<file path="config.mk">
export PLATFORM = sky130hd
export DESIGN_NAME = ads8865_responder
export DESIGN_NICKNAME = d
export VERILOG_FILES = /design/src/rtl/ads8865_responder.sv
export SDC_FILE = /design/constraint.sdc
export NUM_CORES = 1
export LEC_CHECK = 0
export CELL_PAD_IN_SITES_DETAIL_PLACEMENT = 0
export CELL_PAD_IN_SITES_GLOBAL_PLACEMENT = 1
export CORE_MARGIN = 10
export CORE_UTILIZATION = 30
export CTS_CLUSTER_SIZE = 10
export DETAILED_ROUTE_END_ITERATION = 10
export DONT_BUFFER_PORTS = 1
export PLACE_DENSITY_LB_ADDON = 0.1
export SLEW_MARGIN = 20
export SYNTH_ARGS = -nofsm -noshare
export SYNTH_HDL_FRONTEND = slang
export SYNTH_SLANG_ARGS = --single-unit
</file>
<file path="constraint.sdc">
create_clock -name clk -period 5.45 [get_ports clk]
set_clock_uncertainty 0.15 [all_clocks]
set_input_delay 0.8175 -clock clk [delete_from_list [all_inputs] [get_ports clk]]
set_output_delay 0.8175 -clock clk [all_outputs]
set_load 0.03 [all_outputs]
</file>
<file path="src/rtl/ads8865_responder.sv">
// ADS8865 device-side model: CONVST-triggered conversion, busy timing and
// MSB-first serial readout with daisy-chain pass-through on sdi.
`timescale 1ns/1ps
module ads8865_responder #(
  parameter int BITS        = 16,
  parameter int CONV_CYCLES = 180
) (
  input  logic            clk,
  input  logic            rst,
  input  logic            cs,
  input  logic            sclk,
  input  logic            sdi,
  input  logic [BITS-1:0] sample,
  output logic            sdo,
  output logic            sdo_oe,
  output logic            busy,
  output logic            sample_taken
);

  localparam int CW = (CONV_CYCLES > 1) ? $clog2(CONV_CYCLES) : 1;
  localparam int BW = $clog2(BITS + 1);
  localparam logic [CW-1:0] CNT_LOAD   = CW'(CONV_CYCLES - 1);
  localparam logic [BW-1:0] BIT_MAX    = BW'(BITS);
  localparam logic          START_TAKE = (CONV_CYCLES == 1);

  typedef enum logic [1:0] {IDLE, CONVERT, READY, SHIFT} state_t;

  state_t          state;
  logic [2:0]      cs_sync;
  logic [2:0]      sclk_sync;
  logic [CW-1:0]   cnt;
  logic [BW-1:0]   bitcnt;
  logic [BITS-1:0] shreg;
  logic            cs_rise;
  logic            cs_low;
  logic            sclk_fall;

  // [0],[1] form the synchronizer, [2] is the edge-detect history flop
  always_ff @(posedge clk or posedge rst) begin
    if (rst) begin
      cs_sync   <= '0;
      sclk_sync <= '0;
    end else begin
      cs_sync   <= {cs_sync[1:0], cs};
      sclk_sync <= {sclk_sync[1:0], sclk};
    end
  end

  always_comb begin
    cs_rise   = cs_sync[1] & ~cs_sync[2];
    cs_low    = ~cs_sync[1] & ~cs_sync[2];
    sclk_fall = ~sclk_sync[1] & sclk_sync[2];
  end

  always_ff @(posedge clk or posedge rst) begin
    if (rst) begin
      state        <= IDLE;
      cnt          <= '0;
      bitcnt       <= '0;
      shreg        <= '0;
      sdo          <= 1'b0;
      sdo_oe       <= 1'b0;
      busy         <= 1'b0;
      sample_taken <= 1'b0;
    end else begin
      sample_taken <= 1'b0;
      case (state)
        IDLE: begin
          if (cs_rise) begin
            state        <= CONVERT;
            cnt          <= CNT_LOAD;
            busy         <= 1'b1;
            sample_taken <= START_TAKE;
          end
        end
        CONVERT: begin
          if (cnt == '0) begin
            shreg <= sample;
            busy  <= 1'b0;
            state <= READY;
          end else begin
            cnt          <= cnt - CW'(1);
            sample_taken <= (cnt == CW'(1));
          end
        end
        READY: begin
          if (cs_low) begin
            state  <= SHIFT;
            sdo_oe <= 1'b1;
            sdo    <= shreg[BITS-1];
            bitcnt <= '0;
          end
        end
        SHIFT: begin
          // a new conversion request takes priority over a coincident shift
          if (cs_rise) begin
            state        <= CONVERT;
            cnt          <= CNT_LOAD;
            busy         <= 1'b1;
            sample_taken <= START_TAKE;
            sdo_oe       <= 1'b0;
            sdo          <= 1'b0;
          end else begin
            sdo <= shreg[BITS-1];
            if (sclk_fall) begin
              shreg <= {shreg[BITS-2:0], sdi};
              if (bitcnt != BIT_MAX) bitcnt <= bitcnt + BW'(1);
            end
          end
        end
        default: state <= IDLE;
      endcase
    end
  end

endmodule
</file>
==> flow_summary.toml, run 1 <==
[detailed_routing]
final_antenna_net_count = 0
drt-vias-per-instance = 5.22
wl_um = 3890
drtPass1Iterations = 4
drt_iter0_markers = 51
drt_drc_violations_left = 0
wl_per_cell_um = 17.0
detailroute.via_count = 1196

[global_route]
grt-ovfl-total = 0
wire_length_of_the_first_global_routing_pass_um = 6570
global_route.usage.total_pct = 8.25
grt_pass1_vias = 1272
grt_antenna_before_repair = 0
grt_start_max_net_pins = 37

[cts]
clock-root-buffer = "sky130_fd_sc_hd__clkbuf_8"
tritoncts.num_buffers = 5
postCtsHoldBufs = 0
cts-root-to-sink-buffers = 2
cts_max_level = 2
cts_num_sinks = 36
tritoncts = "done"
post_cts_buffers = 0
cts_repair_resize_count = 0
clock_transition_at_the_registers_of_the_reported_paths_ns = 0.07
worstSkewPairLatency_ns = 0.29

[sta]
timing.final.max_slew_violations = 0
postLayoutSetupSlackWorst_ns = 2.86
setup_viol = 0
finalWorstPathRequiredPeriod_ns = 2.59
relSlewSlack_pct = 43.1
final_hold_viol_count = 0
clock.fmax_mhz = 387
fin_setup_tns_ns = 0
setup_repair_after_global_routing_missed_its_margin = "no"
tightestPinTransition_ns = 0.853
fin_crit_sh_pct = 47.5

[setup_path]
worst_path_largest_cell_delay_ns = 0.73
required_ns = 5.46
crit-reg2reg-capture = "shreg[13]"
critical-path-slowest-cell = "sky130_fd_sc_hd__ha_1"
timing.critical_path.arrival_ns = 2.60
r2r_cells = 4
worstSetupEndpoint = "shreg[13]"
worst_setup_path_end_kind = "flop"
path_buf_inv = 0
setup.worst_path.start_class = "flop"
crit_start = "state[1]"
critical_path_cell_sequence = "ha_1 -> nand4b_1 -> a21oi_4 -> mux2_2"
critical_path_class = "reg2reg"
critPathMaxFanout = 21
critical-path-top-delay-family = "adder cells"
reg2reg_from = "state[1]"
critical_path_depth = 4
reg2reg_setup_slack_ns = 2.86

[placement]
dpl.hpwl_um = 2840
gp_congestion = 0.796
portBuffers = 0
preCtsSetupSlack_ns = 2.80

[floorplanning]
design.die.area_sq_um = 9590
row_count = 28
start_util_pct = 30.8
ioPinCount = 25
design.core.area_sq_um = 5920
die_x_um = 98.0
die_h_um = 98.0

[yosys]
yosysUniqueCellTypes = 38
yosysWarningCount = 0
synth.largest_area_cell = "sky130_fd_sc_hd__dfrtp_1"
synth_area_leaders = "sky130_fd_sc_hd__dfrtp_1 (49%), sky130_fd_sc_hd__mux2_2 (20%), sky130_fd_sc_hd__ha_1 (4.8%)"
postSynth.asyncResetShare_pct = 100
syn_avg_cell_area_sq_um = 12.2
syn-cell-area_sq_um = 1820
synth_top_cell_area_share_pct = 49.4
post_synth_inst_count = 149
postSynthRegisterBits = 36
synth_sequential_area_ratio_pct = 49.4
synth-edff-count = 0
ys.flop_type = "sky130_fd_sc_hd__dfrtp_1"
synthesized_nets = 177

[pwr]
maximum_vdd_drop_uv = 174
power_leakage_nw = 0.852
powerDensity_nw_per_um2 = 541

[layout]
layout_common_cells = "sky130_fd_sc_hd__dfrtp_1 (36), sky130_fd_sc_hd__mux2_2 (32)"
finish.net_count = 181
diodes = 0
layout_cells_sized_above_1_pct = 27.9
layout_commonest_cell = "sky130_fd_sc_hd__dfrtp_1"
final_util_pct = 33.9
area_growth_pct = 10.2

[flow_run]
max_cap_viols = 0

[min_path]
worst_hold_path_class = "reg2reg"

[outcome]
outcome = "completed"
[sequential cells by signal, indices dropped and copies added, names as in the netlist]
| signal | count |
|---|---|
| sdo_oe | 1 |
| sclk_sync | 3 |
| busy | 1 |
| sample_taken | 1 |
| shreg | 16 |
| sdo | 1 |
| cs_sync | 3 |
| cnt | 8 |
| state | 2 |
[cells in the mapped netlist (2+ instances only)]
cell / n
sky130_fd_sc_hd__clkbuf_1: 3
sky130_fd_sc_hd__o211ai_1: 2
sky130_fd_sc_hd__ha_1: 7
sky130_fd_sc_hd__or4_1: 2
sky130_fd_sc_hd__nor2_1: 7
sky130_fd_sc_hd__inv_1: 7
sky130_fd_sc_hd__nor2b_1: 3
sky130_fd_sc_hd__nor3_1: 6
sky130_fd_sc_hd__nand3_1: 2
sky130_fd_sc_hd__o21ai_0: 4
sky130_fd_sc_hd__a21oi_1: 7
sky130_fd_sc_hd__dfrtp_1: 36
sky130_fd_sc_hd__a21o_1: 2
sky130_fd_sc_hd__nand2b_1: 2
sky130_fd_sc_hd__a31oi_1: 4
sky130_fd_sc_hd__mux2i_1: 2
sky130_fd_sc_hd__mux2_2: 32
[worst register-to-register path: stages, from the launching register on]
cell and delay [ns]:
sky130_fd_sc_hd__dfrtp_1 0.40, sky130_fd_sc_hd__ha_1 0.73, sky130_fd_sc_hd__nand4b_1 0.26, sky130_fd_sc_hd__a21oi_4 0.51, sky130_fd_sc_hd__mux2_2 0.41
[metrics by stage]
step	std cells	cell area, sq um	hold slack [ns]	power, mW
finish	229	2010	0.200	1.09
detailed placement	221	1900	0.186	0.869
global route	229	2010	0.218	1.17
CTS	229	2010	0.203	1.10
global placement	221	1900	0.189	0.851
floorplan	149	1820	0.181	0.786
[area by class of cell]
cell class | instances | area [sq um]
Fill cell | 578 | 3910
Sequential cell | 36 | 901
Multi-Input combinational cell | 102 | 873
Tap cell | 75 | 93.8
Clock buffer | 6 | 72.6
Clock inverter | 2 | 35.0
Inverter | 7 | 26.3
Timing Repair Buffer | 1 | 7.51
[report_power, final]
group	total [mW]	internal (mW)	switching, mW
Clock	0.230	0.136	0.0941
Combinational	0.411	0.219	0.192
Sequential	0.447	0.359	0.0872
Total	1.09	0.714	0.373
[cell families (layout without fill, tap and decap cells)]
kind of cell / count (synthesis) / after routing / synth area share (%)
AO/OA/AOI/OAI: 30 / 30 / 11.9
flip-flops: 36 / 36 / 49.4
AND/OR/NAND/NOR: 31 / 31 / 10.3
adder cells (fa/ha/maj): 7 / 7 / 4.80
buffers and inverters: 11 / 16 / 2.68
multiplexers: 34 / 34 / 20.9
[worst min path at each step]
stage                       from      endpoint  slack (ns)  cells past startpoint
floorplan             cs_sync[0]    cs_sync[1]        0.18                      0
global placement      cs_sync[0]    cs_sync[1]        0.19                      0
detailed placement    cs_sync[0]    cs_sync[1]        0.19                      0
CTS                 sclk_sync[0]  sclk_sync[1]        0.20                      0
global route        sclk_sync[0]  sclk_sync[1]        0.22                      0
finish              sclk_sync[0]  sclk_sync[1]        0.20                      0
[metal layers]
metal / share of wire, % / vias up / global-route usage, %
met4: 1.3 / 0 / 2.68
met2: 48 / 28 / 12.8
met3: 8.9 / 6 / 4.16
met1: 42 / 604 / 9.66
li1: - / 558 / -
met5: 0 / - / 0
Power figures use the tool's default switching activity.
==> run 2: changes to the inputs <==
clock period = 2.5 ns   (was 5.45 ns; I/O delays follow)
==> run 2 against run 1 <==
First-iteration DRC count unchanged; routed wire length increased by 0.98%; power grew 130%; worst setup slack worse by 2.4 ns; register-to-register slack worse by 2.4 ns; largest cell class unchanged; highest routed layer unchanged.
==> flow_summary.toml, run 2 (synthesis results as in run 1) <==
[global_route]
grt-ovfl-total = 0
grt_start_max_net_pins = 37
grt_pass1_vias = 1291
global_route.usage.total_pct = 8.40
wire_length_of_the_first_global_routing_pass_um = 6640
grt_antenna_before_repair = 1

[layout]
diodes = 0
layout_commonest_cell = "sky130_fd_sc_hd__dfrtp_1"
largest-register = "shreg"
biggestRegsByFlops = "shreg x16, cnt x8"
summed_area_of_non_filler_cells_in_the_final_layout_sq_um = 2100
register_area_sq_um = 901
area_of_the_multi_input_gates_sq_um = 873
num-fill-cells = 573
layout_cells_sized_above_1_pct = 30.7
largest_register_ffs = 16
area_growth_pct = 15.4
layout_common_cells = "sky130_fd_sc_hd__dfrtp_1 (36), sky130_fd_sc_hd__mux2_2 (32)"
final-instance-count-excl-fill = 238
finish.net_count = 190

[cts]
tritoncts = "done"
post_cts_buffers = 0
cts-root-to-sink-buffers = 2
clock-root-buffer = "sky130_fd_sc_hd__clkbuf_8"
cts_num_sinks = 36
clock_transition_at_the_registers_of_the_reported_paths_ns = 0.07
tritoncts.num_buffers = 5
cts_max_level = 2
worstSkewPairLatency_ns = 0.29

[floorplanning]
row_count = 28
die_x_um = 98.0
die_h_um = 98.0
ioPinCount = 25
design.die.area_sq_um = 9590
design.core.area_sq_um = 5920
start_util_pct = 30.8

[setup_path]
critical-path-top-delay-family = "flip-flops"
critPathMaxFanout = 16
critical-path-slowest-cell = "sky130_fd_sc_hd__dfrtp_1"
setup.worst_path.start_class = "flop"
timing.critical_path.arrival_ns = 2.10
critical_path_cell_sequence = "ha_1 -> nand4b_1 -> a21oi_4 -> buf_4 -> mux2_2"
worst_path_largest_cell_delay_ns = 0.40
path_buf_inv = 1
worst_setup_path_end_kind = "flop"
critical_path_class = "reg2reg"
required_ns = 2.52

[detailed_routing]
drt_iter0_markers = 51
drt-vias-per-instance = 5.03
wl_per_cell_um = 16.5
detailroute.via_count = 1197
final_antenna_net_count = 0
drt_drc_violations_left = 0
drtPass1Iterations = 4
wl_um = 3930

[pwr]
power_leakage_nw = 0.902
finalPower_mw = 2.48
maximum_vdd_drop_uv = 446
powerDensity_nw_per_um2 = 1180

[sta]
setup_viol = 0
setup_repair_after_global_routing_missed_its_margin = "no"
timing.final.max_slew_violations = 0
clock.fmax_mhz = 480
fin_setup_tns_ns = 0
final_hold_viol_count = 0
relSlewSlack_pct = 66.1
finalWorstPathRequiredPeriod_ns = 2.08
tightestPinTransition_ns = 0.504
fin_crit_sh_pct = 83.3
postLayoutSetupSlackWorst_ns = 0.417

[flow_run]
max_cap_viols = 0

[placement]
portBuffers = 0
dpl.cell_count = 227
dpl.hpwl_um = 2940
placed_cell_area_sq_um = 1950
gp_congestion = 0.757
preCtsSetupSlack_ns = 0.387

[min_path]
worst_hold_path_class = "reg2reg"

[outcome]
outcome = "completed"
run 2: cell count changes in the layout (fill, tap and decap cells not counted):
cell	previous run	this run
sky130_fd_sc_hd__buf_4	1	7
sky130_fd_sc_hd__clkbuf_1	1	0
sky130_fd_sc_hd__clkbuf_8	5	7
sky130_fd_sc_hd__clkinv_2	1	0
sky130_fd_sc_hd__dlygate4sd3_1	0	3
run 2: cell type report:
| cell class | count | share of cell area, % |
|---|---|---|
| multi-input combinational | 102 | 41.5 |
| sequential | 36 | 42.8 |
| clock inverter | 1 | 1.43 |
| clock buffer | 7 | 4.58 |
| inverter | 7 | 1.25 |
| tap | 75 | 4.46 |
| timing repair buffer | 10 | 3.93 |
run 2: timing repair:
| item | in CTS | in global routing |
|---|---|---|
| hold buffers | 3 | 0 |
| resized for setup | 0 | 0 |
| endpoints found under the hold margin | 38 | 0 |
run 2: routing by layer:
layer,track usage (%),vias up,share of wire (%)
li1,-,575,-
met1,10.1,586,43
met2,12.6,29,47
met3,4.09,7,8.6
met4,3.36,0,1.6
met5,0,-,0
run 2: final timing paths:
check,from,end,slack (ns),cells after the start
worst min register to register,sclk_sync[0],sclk_sync[1],0.21,0
min in group asynchronous,rst,cnt[5],0.48,3
worst max register to register,state[1],shreg[12],0.42,5
worst min-delay path,sclk_sync[0],sclk_sync[1],0.21,0
max in group asynchronous,rst,sclk_sync[2],1.37,3
worst max-delay path,state[1],shreg[12],0.42,5
run 2: report_power, final:
| group | switching [mW] | leakage (nW) | internal, mW |
|---|---|---|---|
| combinational | 0.430 | 0.415 | 0.516 |
| clock | 0.208 | 0.0645 | 0.352 |
| sequential | 0.188 | 0.423 | 0.784 |
run 2: metrics by stage:
step	hold slack (ns)	utilization, %
after CTS	0.201	35.5
after global placement	0.183	32.9
after detailed placement	0.187	32.9
after floorplan	0.181	-
after global routing	0.200	35.5
final	0.206	35.5
